<file path="config.mk">
export PLATFORM = sky130hd
export DESIGN_NAME = state_encoder_flat
export DESIGN_NICKNAME = d
export VERILOG_FILES = /design/src/rtl/state_encoder_if.sv /design/src/rtl/state_encoder.sv /design/src/flat_wrapper.sv
export SDC_FILE = /design/constraint.sdc
export NUM_CORES = 1
export LEC_CHECK = 0
export BUFFER_PORTS_ARGS = -buffer_cell sky130_fd_sc_hd__buf_4
export CORE_UTILIZATION = 43
export CTS_BUF_LIST = sky130_fd_sc_hd__clkbuf_16
export CTS_CLUSTER_SIZE = 16
export DETAILED_ROUTE_END_ITERATION = 16
export GPL_TIMING_DRIVEN = 0
export PLACE_DENSITY = 0.66
export SETUP_SLACK_MARGIN = 0.02
export SLEW_MARGIN = 20
export SYNTH_ARGS = -nofsm -noshare
export SYNTH_HDL_FRONTEND = slang
export SYNTH_SLANG_ARGS = --single-unit
export TNS_END_PERCENT = 30
</file>
<file path="constraint.sdc">
create_clock -name clk -period 4.4 [get_ports clk]
set_input_delay 0.66 -clock clk [delete_from_list [all_inputs] [get_ports clk]]
set_output_delay 0.66 -clock clk [all_outputs]
set_load 0.01 [all_outputs]
</file>
<file path="src/rtl/state_encoder_if.sv">
// Feature-word stream between the state encoder and the MLP input buffer.
// The encoder drives data/index/valid/last; the buffer drives ready.
interface state_encoder_if;
    logic [15:0] feat_data;
    logic [5:0]  feat_idx;
    logic        feat_valid;
    logic        feat_last;
    logic        feat_ready;

    modport master (
        output feat_data,
        output feat_idx,
        output feat_valid,
        output feat_last,
        input  feat_ready
    );

    modport slave (
        input  feat_data,
        input  feat_idx,
        input  feat_valid,
        input  feat_last,
        output feat_ready
    );
endinterface

</file>
<file path="src/rtl/state_encoder.sv">
// Snapshots integer game state on start, streams N_FEAT fixed-point feature
// words, pulses mlp_start, then stays busy until inference_done.
module state_encoder #(
    parameter int N_FEAT    = 33,
    parameter int FRAC_BITS = 10
) (
    input  logic         clk,
    input  logic         rst_n,
    input  logic         start,
    input  logic [3:0]   live_left,
    input  logic [3:0]   blank_left,
    input  logic [2:0]   current_index,
    input  logic         saw_active,
    input  logic         reverse_active,
    input  logic         phase_item,
    input  logic         phase_shoot,
    input  logic [3:0]   player_hp,
    input  logic [3:0]   opponent_hp,
    input  logic [27:0]  player_items,
    input  logic [27:0]  opp_items,
    input  logic         opp_handcuffed,
    input  logic         self_handcuffed,
    input  logic [15:0]  knowledge,
    state_encoder_if.master feat,
    output logic         mlp_start,
    input  logic         inference_done,
    output logic         busy
);

    typedef enum logic [1:0] {IDLE, STREAM, KICK, WAIT} state_t;

    typedef struct packed {
        logic [3:0]  live;
        logic [3:0]  blank;
        logic [2:0]  cur_idx;
        logic        saw;
        logic        rev;
        logic        ph_item;
        logic        ph_shoot;
        logic [3:0]  p_hp;
        logic [3:0]  o_hp;
        logic [27:0] p_items;
        logic [27:0] o_items;
        logic        o_cuff;
        logic        s_cuff;
        logic [15:0] know;
    } snap_t;

    localparam logic [5:0]  LAST_IDX  = 6'(N_FEAT - 1);
    localparam logic [31:0] SAT_LIMIT = 32'((1 << (15 - FRAC_BITS)) - 1);

    function automatic logic [3:0] feature_int(input snap_t s, input logic [5:0] idx);
        logic [3:0] v;
        logic [4:0] ibase;
        logic [3:0] kbase;
        v     = 4'd0;
        ibase = 5'd0;
        kbase = 4'd0;
        if (idx <= 6'd8) begin
            case (idx)
                6'd0:    v = s.live;
                6'd1:    v = s.blank;
                6'd2:    v = {1'b0, s.cur_idx};
                6'd3:    v = {3'd0, s.saw};
                6'd4:    v = {3'd0, s.rev};
                6'd5:    v = {3'd0, s.ph_item};
                6'd6:    v = {3'd0, s.ph_shoot};
                6'd7:    v = s.p_hp;
                6'd8:    v = s.o_hp;
                default: v = 4'd0;
            endcase
        end else if (idx <= 6'd15) begin
            ibase = 5'((idx - 6'd9) << 2);
            v     = s.p_items[ibase +: 4];
        end else if (idx == 6'd16) begin
            v = {3'd0, s.o_cuff};
        end else if (idx <= 6'd23) begin
            ibase = 5'((idx - 6'd17) << 2);
            v     = s.o_items[ibase +: 4];
        end else if (idx == 6'd24) begin
            v = {3'd0, s.s_cuff};
        end else if (idx <= 6'd32) begin
            kbase = 4'((idx - 6'd25) << 1);
            v     = {2'd0, s.know[kbase +: 2]};
        end else begin
            v = 4'd0;
        end
        return v;
    endfunction

    // Counts too large for the signed fixed-point range clamp to the max positive word.
    function automatic logic [15:0] encode_word(input logic [3:0] v);
        logic [31:0] wide;
        wide = {28'd0, v} << FRAC_BITS;
        if ({28'd0, v} > SAT_LIMIT) begin
            return 16'h7FFF;
        end else begin
            return wide[15:0];
        end
    endfunction

    state_t      state_r, state_s;
    snap_t       snap_r, live_snap_s;
    logic [5:0]  idx_r, idx_s;
    logic [15:0] data_r, data_s;
    logic        valid_r, valid_s;
    logic        last_r, last_s;
    logic        mlp_start_r, mlp_start_s;
    logic        busy_r, busy_s;
    logic        capture_s;

    assign live_snap_s = {live_left, blank_left, current_index, saw_active, reverse_active,
                          phase_item, phase_shoot, player_hp, opponent_hp, player_items,
                          opp_items, opp_handcuffed, self_handcuffed, knowledge};

    // Next-state and next-output computation; word 0 comes from the live inputs on capture.
    always_comb begin
        state_s     = state_r;
        idx_s       = idx_r;
        data_s      = data_r;
        valid_s     = valid_r;
        mlp_start_s = 1'b0;
        capture_s   = 1'b0;
        case (state_r)
            IDLE: begin
                if (start) begin
                    capture_s = 1'b1;
                    idx_s     = 6'd0;
                    data_s    = encode_word(feature_int(live_snap_s, 6'd0));
                    valid_s   = 1'b1;
                    state_s   = STREAM;
                end else begin
                    state_s = IDLE;
                end
            end
            STREAM: begin
                if (valid_r && feat.feat_ready) begin
                    if (idx_r == LAST_IDX) begin
                        valid_s     = 1'b0;
                        mlp_start_s = 1'b1;
                        state_s     = KICK;
                    end else begin
                        idx_s  = idx_r + 6'd1;
                        data_s = encode_word(feature_int(snap_r, idx_r + 6'd1));
                    end
                end else begin
                    state_s = STREAM;
                end
            end
            KICK: begin
                state_s = WAIT;
            end
            WAIT: begin
                if (inference_done) begin
                    state_s = IDLE;
                end else begin
                    state_s = WAIT;
                end
            end
            default: begin
                state_s = IDLE;
                valid_s = 1'b0;
            end
        endcase
        busy_s = (state_s != IDLE);
        last_s = valid_s && (idx_s == LAST_IDX);
    end

    // State, output and snapshot registers.
    always_ff @(posedge clk or negedge rst_n) begin
        if (!rst_n) begin
            state_r     <= IDLE;
            idx_r       <= 6'd0;
            data_r      <= 16'd0;
            valid_r     <= 1'b0;
            last_r      <= 1'b0;
            mlp_start_r <= 1'b0;
            busy_r      <= 1'b0;
            snap_r      <= '0;
        end else begin
            state_r     <= state_s;
            idx_r       <= idx_s;
            data_r      <= data_s;
            valid_r     <= valid_s;
            last_r      <= last_s;
            mlp_start_r <= mlp_start_s;
            busy_r      <= busy_s;
            if (capture_s) begin
                snap_r <= live_snap_s;
            end
        end
    end

    assign feat.feat_data  = data_r;
    assign feat.feat_idx   = idx_r;
    assign feat.feat_valid = valid_r;
    assign feat.feat_last  = last_r;
    assign mlp_start       = mlp_start_r;
    assign busy            = busy_r;

endmodule

</file>
<file path="src/flat_wrapper.sv">
// flat-port wrapper written by rule: the top's interface ports become plain ports
module state_encoder_flat 
#(
    parameter int N_FEAT    = 33,
    parameter int FRAC_BITS = 10
)
  (clk, rst_n, start, live_left, blank_left, current_index, saw_active, reverse_active, phase_item, phase_shoot, player_hp, opponent_hp, player_items, opp_items, opp_handcuffed, self_handcuffed, knowledge, mlp_start, inference_done, busy, feat_feat_data, feat_feat_idx, feat_feat_valid, feat_feat_last, feat_feat_ready);
  state_encoder_if feat_i ();
  input  logic clk;
  input  logic rst_n;
  input  logic start;
  input  logic [3:0] live_left;
  input  logic [3:0] blank_left;
  input  logic [2:0] current_index;
  input  logic saw_active;
  input  logic reverse_active;
  input  logic phase_item;
  input  logic phase_shoot;
  input  logic [3:0] player_hp;
  input  logic [3:0] opponent_hp;
  input  logic [27:0] player_items;
  input  logic [27:0] opp_items;
  input  logic opp_handcuffed;
  input  logic self_handcuffed;
  input  logic [15:0] knowledge;
  output logic mlp_start;
  input  logic inference_done;
  output logic busy;
  output wire logic [$bits(feat_i.feat_data)-1:0] feat_feat_data;
  output wire logic [$bits(feat_i.feat_idx)-1:0] feat_feat_idx;
  output wire logic [$bits(feat_i.feat_valid)-1:0] feat_feat_valid;
  output wire logic [$bits(feat_i.feat_last)-1:0] feat_feat_last;
  input wire logic [$bits(feat_i.feat_ready)-1:0] feat_feat_ready;
  assign feat_feat_data = feat_i.feat_data;
  assign feat_feat_idx = feat_i.feat_idx;
  assign feat_feat_valid = feat_i.feat_valid;
  assign feat_feat_last = feat_i.feat_last;
  assign feat_i.feat_ready = feat_feat_ready;
  state_encoder #(.N_FEAT(N_FEAT), .FRAC_BITS(FRAC_BITS)) u_core (.clk(clk), .rst_n(rst_n), .start(start), .live_left(live_left), .blank_left(blank_left), .current_index(current_index), .saw_active(saw_active), .reverse_active(reverse_active), .phase_item(phase_item), .phase_shoot(phase_shoot), .player_hp(player_hp), .opponent_hp(opponent_hp), .player_items(player_items), .opp_items(opp_items), .opp_handcuffed(opp_handcuffed), .self_handcuffed(self_handcuffed), .knowledge(knowledge), .feat(feat_i), .mlp_start(mlp_start), .inference_done(inference_done), .busy(busy));
endmodule
</file>
==> results of run 1 <==
==> kinds of logic after synthesis <==
logic type | Yosys count
multiplexers | 125
AND/OR/NAND/NOR | 91
AO/OA/AOI/OAI | 70
buffers and inverters | 43
adder cells (fa/ha/maj) | 6
XOR/XNOR | 5
other | 1
flip-flops | 113
==> stage by stage <==
| step | area, sq um | setup slack [ns] | hold slack [ns] |
|---|---|---|---|
| after floorplan | 5720 | 1.79 | 0.364 |
| after global placement | 6800 | 1.05 | 0.483 |
| after detailed placement | 6800 | 0.996 | 0.490 |
| after CTS | 7400 | 0.961 | 0.435 |
| after global routing | 7410 | 0.832 | 0.450 |
| final | 7410 | 0.995 | 0.352 |
==> synth_stat cells, types with 2 or more instances <==
| master | count |
|---|---|
| nand4b_1 | 2 |
| o21a_1 | 2 |
| nor3_1 | 5 |
| dfrtp_1 | 113 |
| nor2_1 | 17 |
| a311o_1 | 2 |
| mux2i_1 | 14 |
| nand2b_1 | 3 |
| a32oi_1 | 3 |
| inv_1 | 6 |
| xnor2_1 | 4 |
| a21oi_1 | 17 |
| nand3_1 | 12 |
| o22ai_1 | 3 |
| o22a_1 | 3 |
| ha_1 | 6 |
| a311oi_1 | 2 |
| buf_2 | 17 |
| mux4_2 | 12 |
| nor2_4 | 2 |
| buf_4 | 17 |
| nor3b_2 | 2 |
| a31oi_1 | 2 |
| o31ai_1 | 2 |
| o21ai_1 | 5 |
| buf_6 | 2 |
| mux2_2 | 99 |
| o21ai_0 | 18 |
| nand2_1 | 30 |
| nor3_2 | 2 |
| nor2_2 | 3 |
| nand4_1 | 2 |
==> per-layer routing <==
metal / wire [microns] / track usage, %
met1: 5970 / 28.2
met2: 6900 / 36.5
met3: 921 / 6.90
met4: 264 / 10.2
met5: 0 / 0
==> how the worst max path moves through the flow <==
| stage | endpoint | cells past startpoint | from |
|---|---|---|---|
| floorplan | u_core.feat.feat_data[10] | 12 | u_core.feat.feat_idx[0] |
| CTS | u_core.feat.feat_data[10] | 11 | u_core.feat.feat_idx[0] |
| detailed placement | u_core.feat.feat_data[10] | 11 | u_core.feat.feat_idx[0] |
| finish | u_core.feat.feat_data[10] | 11 | u_core.feat.feat_idx[0] |
| global route | u_core.feat.feat_data[10] | 11 | u_core.feat.feat_idx[0] |
| global placement | u_core.feat.feat_data[10] | 11 | u_core.feat.feat_idx[0] |
==> registers in the layout, indices dropped and copies added, names as in the netlist <==
register / flops
u_core.snap_r: 97
u_core.feat.feat_idx: 6
u_core.feat.feat_data: 4
u_core.state_r: 2
u_core.busy: 1
u_core.feat.feat_last: 1
u_core.feat.feat_valid: 1
u_core.mlp_start: 1
==> report_power, final <==
part	switching (W)	total, W	internal, W
Clock	0.000467	0.00140	0.000930
Sequential	0.000277	0.00179	0.00151
Combinational	0.000801	0.00174	0.000936
==> worst register-to-register path: stages, from the launching register on <==
cell and delay, ns:
dfrtp_1 0.56, buf_6 0.24, buf_2 0.32, inv_1 0.18, ha_1 0.27, nor2_1 0.63, nand2_1 0.11, a21oi_1 0.20
o22ai_1 0.11, o22a_1 0.21, nor3_1 0.34, o21a_1 0.18
==> area by class of cell <==
class	instances	area, sq um
flip-flops and latches	113	2830
inverters	7	26.3
multi-input cells	309	2630
clock buffers	17	425
well taps	172	215
fillers	1073	5370
plain buffers	36	235
repair buffers	115	870
clock inverters	15	175
==> flow_summary.yaml, run 1 <==
worst_setup_path:
  critPathKind: "reg2reg"
  r2r_slack_ns: 0.99
  cp-end-kind: "register"
  required_ns: 4.77
  critPathLaunchType: "register"
  path_cells: "buf_6, buf_2, inv_1, ha_1, nor2_1, nand2_1, a21oi_1, o22ai_1, o22a_1, nor3_1, o21a_1"
  critPathTopFamily: "simple AND/OR/NAND/NOR gates"
  crit_slowest_cell: "nor2_1"
  r2r_end: "u_core.feat.feat_data[10]"
  max_stage_delay_ns: 0.63
  critPathBufInv: 3
  critPathMaxFanout: 10
  worst_ep_arrival_time_ns: 3.77
  reg2reg_from: "u_core.feat.feat_idx[0]"
  r2r_cells: 11
yosys:
  ys_ff_latch: 113
  avgSynthCellArea_sq_um: 12.5
  synth_adder_area_share_pct: 1.32
  synth_edf_count: 0
  synthFlopType: "dfrtp_1"
  synth_area_leaders: "dfrtp_1 50%, mux2_2 20%, mux4_2 4.8%"
  yosys.area.top_type_share_pct: 49.8
  yosys.area.top_type: "dfrtp_1"
  syn_area_sq_mm: 0.00568
  synthSimpleGateAreaFrac_pct: 8.37
  syn-instance-count: 454
  synth_compound_area_share_pct: 8.22
  synthDistinctLibCells: 57
  synthArstFlopShare_pct: 100
  muxShareOfSynthArea_pct: 26.9
  synth_top_family_by_area: "multiplexers"
  ys_seq_area_share_pct: 49.8
  synth_warnings: 0
  synth-xor-area-share_pct: 0.771
cts:
  clock_path_buffers: 2
  cts.sinks: 113
  cts.clk_slew.worst_paths_ns: 0.05
  cts_resized: 0
  cts_buffers: 17
  cts-htree-levels: 4
  root_buffer: "clkbuf_16"
  postCtsHoldBufs: 0
  postCtsSetupBuffers: 0
  cts_tree: "done"
  clk_latency_ns: 0.42
sta:
  fin_crit_ns: 3.41
  hold_viol_final: 0
  fin_setup_tns_ns: 0
  relSlewSlack_pct: 40.4
  fmax_ghz: 0.294
  setup_violations: 0
  rsz0062_at_grt: "no"
  fin_worst_skew_ns: 0.00979
  finalMaxSlewViolations: 0
  worst_pin_slew_ns: 0.895
  finalCritPeriodShare_pct: 77.4
global_route:
  grt_pass1_vias: 4366
  grt_pass1_wl_microns: 22500
  grt_max_degree: 114
  antenna_found_initial: 0
  globalRouteOverflowTotal: 0
  grt_usage_pct: 22.7
die:
  die_area_sq_mm: 0.0137
  initial_core_util_pct: 44.5
  dieWidth_microns: 117
  core.rowCount: 41
  fp.dieH_microns: 117
  core_area_sq_mm: 0.0128
  num_io_pins: 128
layout:
  finalNetCount: 707
  fin_cells: 784
  fin_util_pct: 58.0
  layout_common_cells: "131 x buf_4, 113 x dfrtp_1, 99 x mux2_2, 30 x nand2_1, 18 x o21ai_0"
  areaGrowthSynthToFinish_pct: 30.4
  layout_commonest_cell: "buf_4"
  drive_above_1_share_pct: 49.3
  antennaDiodeCount: 0
power:
  ir_worst_vdd_v: 0.000336
  power_w: 0.00492
  powerDensity_mw_per_mm2: 665
  p_leak_nw: 3.41
detailed_routing:
  drtIter0Drc: 282
  first_pass_iters: 8
  viasPerCell: 5.30
  num_vias: 4155
  wl_microns: 14100
  drc: 0
  antenna_left: 0
  wl_per_cell_microns: 17.9
place:
  portBuffers: 115
  dp_cells: 752
  gp_congestion: 0.913
  post-dp-hpwl_microns: 10200
worst_hold_path:
  holdCritPathClass: "in2async"
status:
  status: "completed"
job:
  cap_violations: 0
No activity file was read; power rests on OpenSTA's default activity.
==> run 2, diff against run 1 <==
ABC_AREA = 1   (was default)
PLACE_DENSITY = 0.68   (was 0.66)
clock period = 3.1 ns   (was 4.4 ns; I/O delays follow)
==> run 2 against run 1 <==
The flow now finishes with violations (hold timing). Register-to-register slack worse by 0.67 ns. Hold slack worse by 0.36 ns. Clock skew down 0.0032 ns. First-iteration DRC count up 57%. Highest routed layer unchanged. Final area up 0.83%. Sequential power up 45%. Final cell count up 41%. Sequential cell count unchanged. Count of clock-buffer cells in the layout unchanged. Synthesized cell count up 71%. Global-route usage up 2.4 points. Critical path type unchanged.
==> flow_summary.yaml, run 2 <==
sta:
  fin_worst_skew_ns: 0.00663
  fin_setup_tns_ns: 0
  finalMaxSlewViolations: 0
  setup_violations: 0
  worst_pin_slew_ns: 0.616
  hold_viol_final: 1
  worst_hold_slack_ns: -0.00364
  finalCritPeriodShare_pct: 89.6
  fin_crit_ns: 2.78
  fmax_ghz: 0.360
  rsz0062_at_grt: "no"
  relSlewSlack_pct: 58.9
yosys:
  synth_area_leaders: "dfrtp_1 49%, nand2_1 24%, nand3_1 4.2%"
  synthArstFlopShare_pct: 100
  syn_area_sq_mm: 0.00574
  synthDistinctLibCells: 31
  synthTopCellsByCount: "366 x nand2_1, 113 x dfrtp_1, 48 x nand3_1, 47 x o21ai_0, 42 x inv_1"
  synth_warnings: 0
  avgSynthCellArea_sq_um: 7.41
  synthFlopType: "dfrtp_1"
  ys_seq_area_share_pct: 49.3
  yosys.area.top_type_share_pct: 49.3
  synth_edf_count: 0
  syn-instance-count: 775
  ys_ff_latch: 113
  yosys.area.top_type: "dfrtp_1"
  yosysMostFrequentCell: "nand2_1"
power:
  ir_worst_vdd_v: 0.000515
  powerDensity_mw_per_mm2: 1020
  p_leak_nw: 4.04
worst_setup_path:
  critPathLaunchType: "register"
  critPathKind: "reg2reg"
  r2r_slack_ns: 0.32
  cp-end-kind: "register"
  r2r_cells: 15
  reg2reg_from: "u_core.feat.feat_idx[0]"
  r2r_end: "u_core.feat.feat_data[10]"
  worst_ep_arrival_time_ns: 3.14
  critPathMaxFanout: 12
  required_ns: 3.46
worst_hold_path:
  holdCritPathClass: "in2async"
cts:
  clk_latency_ns: 0.42
  cts_resized: 0
  cts_buffers: 17
  postCtsHoldBufs: 0
  cts.sinks: 113
  cts-htree-levels: 4
  cts_tree: "done"
  postCtsSetupBuffers: 0
  root_buffer: "clkbuf_16"
  clock_path_buffers: 2
  cts.clk_slew.worst_paths_ns: 0.05
detailed_routing:
  viasPerCell: 4.92
  drtIter0Drc: 442
  antenna_left: 0
  wl_per_cell_microns: 14.7
  drc: 0
  first_pass_iters: 5
  num_vias: 5445
  wl_microns: 16200
place:
  portBuffers: 115
  gp_congestion: 0.915
  dp_cells: 1074
  post-dp-hpwl_microns: 11800
die:
  num_io_pins: 128
  die_area_sq_mm: 0.0138
  initial_core_util_pct: 44.8
  core.rowCount: 41
  core_area_sq_mm: 0.0128
  dieWidth_microns: 118
  fp.dieH_microns: 118
global_route:
  grt_use_met1_pct: 32.9
  grt_pass1_vias: 5373
  use_met2_pct: 39.8
  grt_util_met3_pct: 6.40
  grt_pass1_wl_microns: 26500
  antenna_found_initial: 0
  busiest_layer: "met2"
  grt_max_degree: 62
  grt_usage_pct: 25.0
  globalRouteOverflowTotal: 0
layout:
  drive_above_1_share_pct: 20.9
  areaGrowthSynthToFinish_pct: 30.1
  top_register: "u_core.snap_r"
  fin_cells: 1106
  finalNetCount: 1029
  layout_commonest_cell: "nand2_1"
  layout_common_cells: "366 x nand2_1, 126 x buf_4, 113 x dfrtp_1, 48 x nand3_1, 47 x o21ai_0"
  antennaDiodeCount: 0
  largest_reg_flops: 97
status:
  status: "finished, violations left"
  violations: "hold timing"
job:
  cap_violations: 0
run 2: changes by cell type after synthesis, moves of 17 or more:
cell	before	now
inv_1	6	42
nand2_1	30	366
nor2_1	17	34
o21ai_0	18	47
mux2_2	99	0
nand3_1	12	48
run 2: cells by family after synthesis:
group | Yosys count | synth area share [%]
other cells | 1 | 0.0653
flops | 113 | 49.3
compound gates | 83 | 7.76
simple gates | 475 | 33.7
buf+inv | 97 | 7.85
fa+ha+maj | 6 | 1.31
run 2: worst max-delay path by stage:
stage                     cells past startpoint               startpoint  slack (ns)                         to
final                                        15  u_core.feat.feat_idx[0]        0.32  u_core.feat.feat_data[10]
after CTS                                    15  u_core.feat.feat_idx[0]        0.34  u_core.feat.feat_data[12]
after detailed placement                     15  u_core.feat.feat_idx[0]        0.37  u_core.feat.feat_data[10]
after global routing                         16  u_core.feat.feat_idx[0]        0.12  u_core.feat.feat_data[13]
after global placement                       15  u_core.feat.feat_idx[0]        0.34  u_core.feat.feat_data[10]
after floorplan                              15  u_core.feat.feat_idx[0]        0.95  u_core.feat.feat_data[12]
run 2: routing by layer:
layer,part of all wire (%),up-vias
li1,-,2700
met1,47,2546
met2,46,172
met3,5.3,27
met4,2.0,0
met5,0,-
run 2: worst max-delay path, cell delays in order (launching register included):
cell,delay (ns)
dfrtp_1,0.46
buf_6,0.18
inv_4,0.08
buf_2,0.32
ha_1,0.24
nor2_2,0.08
inv_2,0.19
buf_2,0.29
o21ai_0,0.13
o22ai_1,0.20
nand2_1,0.08
a31oi_1,0.15
nand2_1,0.10
nand2_1,0.09
nand2_1,0.05
nand2_1,0.05
run 2: layout make-up:
type,count,area (sq um)
fill,1259,5360
sequential,113,2830
multi-input combinational,576,2500
timing repair buffer,116,895
clock buffer,17,425
buffer,48,264
tap,172,215
inverter,49,186
clock inverter,15,151
run 2: power by group:
group / internal [W] / switching, W / total, W / leakage [nW]
combinational: 0.00113 / 0.00201 / 0.00314 / 2.35
sequential: 0.00216 / 0.000427 / 0.00259 / 1.41
clock: 0.00124 / 0.000665 / 0.00190 / 0.285
run 2: per-stage QoR:
stage	utilization (%)	hold WS [ns]	instance area (sq um)	power, W	worst slack [ns]
6_report	58.2	-0.00364	7470	0.00764	0.324
5_1_grt	58.2	0.0244	7470	0.00821	0.124
4_1_cts	58.2	0.00449	7470	0.00764	0.344
3_5_place_dp	53.7	0.449	6890	0.00570	0.370
3_3_place_gp	53.5	0.456	6860	0.00563	0.337
2_1_floorplan	-	0.169	5780	0.00462	0.948
==> run 3, diff against run 2 <==
CORE_MARGIN = 4   (was default)
PLACE_DENSITY = 0.73   (was 0.68)
==> run 3 against run 2 <==
The flow now finishes without violations. Clock power decreased by 2%. Largest cell class unchanged. First-iteration DRC count increased by 4.8%. Wire length increased by 2.6%. Maximum frequency decreased by 1.2%. Via count decreased by 0.17%. Critical endpoint is now u_core.feat.feat_data[12]. Final area decreased by 0.28%. Die area increased by 10%. Combinational power about the same. Critical path type unchanged. Power decreased by 0.71%.
==> flow_summary.yaml, run 3 (synthesized netlist as in run 2, its figures left out) <==
status:
  status: "completed"
global_route:
  grt_pass1_wl_microns: 26800
  grt_pass1_vias: 5312
  grt_usage_pct: 23.0
  antenna_found_initial: 0
  globalRouteOverflowTotal: 0
  grt_max_degree: 62
cts:
  root_buffer: "clkbuf_16"
  clock_path_buffers: 2
  cts_buffers: 17
  clk_latency_ns: 0.41
  cts_tree: "done"
  cts.clk_slew.worst_paths_ns: 0.05
  cts.sinks: 113
  cts-htree-levels: 4
  cts_resized: 0
  postCtsHoldBufs: 0
  postCtsSetupBuffers: 0
power:
  powerDensity_mw_per_mm2: 1020
  clockPowerShare_pct: 24.5
  pwr-share-seq_pct: 34.2
  ir_worst_vdd_v: 0.000514
  p_int_w: 0.00452
  p_leak_nw: 4.04
  p_comb_share_pct: 41.3
  p_sw_share_pct: 40.4
  p_sw_w: 0.00306
worst_setup_path:
  required_ns: 3.40
  r2r_cells: 15
  endpoint: "u_core.feat.feat_data[12]"
  critPathMaxFanout: 12
  critPathKind: "reg2reg"
  r2r_slack_ns: 0.29
  reg2reg_from: "u_core.feat.feat_idx[0]"
  r2r_end: "u_core.feat.feat_data[12]"
  cp-end-kind: "register"
  startpoint: "u_core.feat.feat_idx[0]"
  worst_ep_arrival_time_ns: 3.11
  critPathLaunchType: "register"
place:
  portBuffers: 115
  post-dp-hpwl_microns: 12100
  gp_congestion: 0.904
  dp_cells: 1074
detailed_routing:
  wl_per_cell_microns: 15.1
  drtIter0Drc: 463
  drc: 0
  wl_microns: 16600
  num_vias: 5436
  first_pass_iters: 5
  antenna_left: 0
  viasPerCell: 4.92
job:
  cap_violations: 0
die:
  dieWidth_microns: 124
  core_area_sq_mm: 0.0128
  core.rowCount: 41
  die_area_sq_mm: 0.0153
  initial_core_util_pct: 44.8
  fp.dieH_microns: 124
  num_io_pins: 128
layout:
  areaGrowthSynthToFinish_pct: 29.7
  top_register: "u_core.snap_r"
  fin_cells: 1104
  fill_cells: 1203
  layout_common_cells: "366 x nand2_1, 126 x buf_4, 113 x dfrtp_1, 48 x nand3_1, 47 x o21ai_0"
  drive_above_1_share_pct: 20.5
  finalNetCount: 1029
  antennaDiodeCount: 0
  largest_reg_flops: 97
  layout_commonest_cell: "nand2_1"
sta:
  fmax_ghz: 0.356
  hold_viol_final: 0
  worst_pin_slew_ns: 0.656
  relSlewSlack_pct: 56.3
  fin_setup_tns_ns: 0
  finalCritPeriodShare_pct: 90.6
  fin_crit_ns: 2.81
  setup_violations: 0
  rsz0062_at_grt: "no"
  finalMaxSlewViolations: 0
  fin_worst_skew_ns: 0.00613
worst_hold_path:
  holdCritPathClass: "in2async"
==> run 3: changes by cell type in the layout (fill, tap and decap cells not counted) <==
cell,previous run,this run
clkinv_1,4,5
inv_1,44,45
clkinv_4,1,0
clkinvlp_4,2,0
clkinv_2,3,2
==> run 3: worst max-delay path: stages (launching register included) <==
cell and delay, ns:
dfrtp_1 0.50, buf_6 0.19, inv_4 0.06, buf_2 0.23
ha_1 0.28, nor2_2 0.23, inv_2 0.17, buf_2 0.23
nor2_1 0.10, o21ai_0 0.10, o21ai_0 0.21, o21ai_1 0.09
nand2_1 0.11, nand3_1 0.08, nand2_1 0.08, nand2_1 0.04
==> run 3: layer usage <==
layer  track usage, %  wire, microns  share of wire, %
met4             7.96            299               1.8
met2             36.3           7770                47
met1             32.2           7400                44
met3             3.84           1180               7.1
met5                0              0                 0
==> run 3: worst min-delay path by stage <==
stage | start | endpoint | slack (ns) | cells after the start
3_5_place_dp | u_core.snap_r[37] | u_core.snap_r[37] | 0.46 | 2
5_1_grt | rst_n | u_core.feat.feat_idx[5] | 0.09 | 1
3_3_place_gp | u_core.snap_r[36] | u_core.snap_r[36] | 0.46 | 2
6_report | rst_n | u_core.mlp_start | 0.05 | 1
4_1_cts | rst_n | u_core.mlp_start | 0.06 | 1
2_1_floorplan | rst_n | u_core.busy | 0.17 | 0
==> run 3: power by group through the flow <==
stage               Combinational, W  Sequential, W  Clock, W
floorplan                    0.00213        0.00249         0
global placement             0.00302        0.00257         0
detailed placement           0.00309        0.00258         0
CTS                          0.00312        0.00258   0.00188
global route                 0.00358        0.00266   0.00194
finish                       0.00313        0.00259   0.00186
==> run 3: layout make-up <==
type / instances / area (sq um) / share of cell area (%)
sequential: 113 / 2830 / 38.0
multi-input combinational: 576 / 2500 / 33.6
timing repair buffer: 116 / 895 / 12.0
clock buffer: 17 / 425 / 5.71
tap: 172 / 215 / 2.89
clock inverter: 13 / 130 / 1.75
buffer: 48 / 264 / 3.55
inverter: 49 / 186 / 2.50
==> run 3: through the flow <==
step | setup WS [ns] | power [W] | cell area (sq um) | hold slack [ns] | util, %
after floorplan | 0.948 | 0.00462 | 5780 | 0.169 | -
after global placement | 0.354 | 0.00560 | 6860 | 0.459 | 53.5
after detailed placement | 0.323 | 0.00568 | 6890 | 0.461 | 53.7
after CTS | 0.314 | 0.00758 | 7450 | 0.0550 | 58.1
after global routing | 0.0299 | 0.00818 | 7450 | 0.0882 | 58.1
final | 0.291 | 0.00758 | 7450 | 0.0454 | 58.1
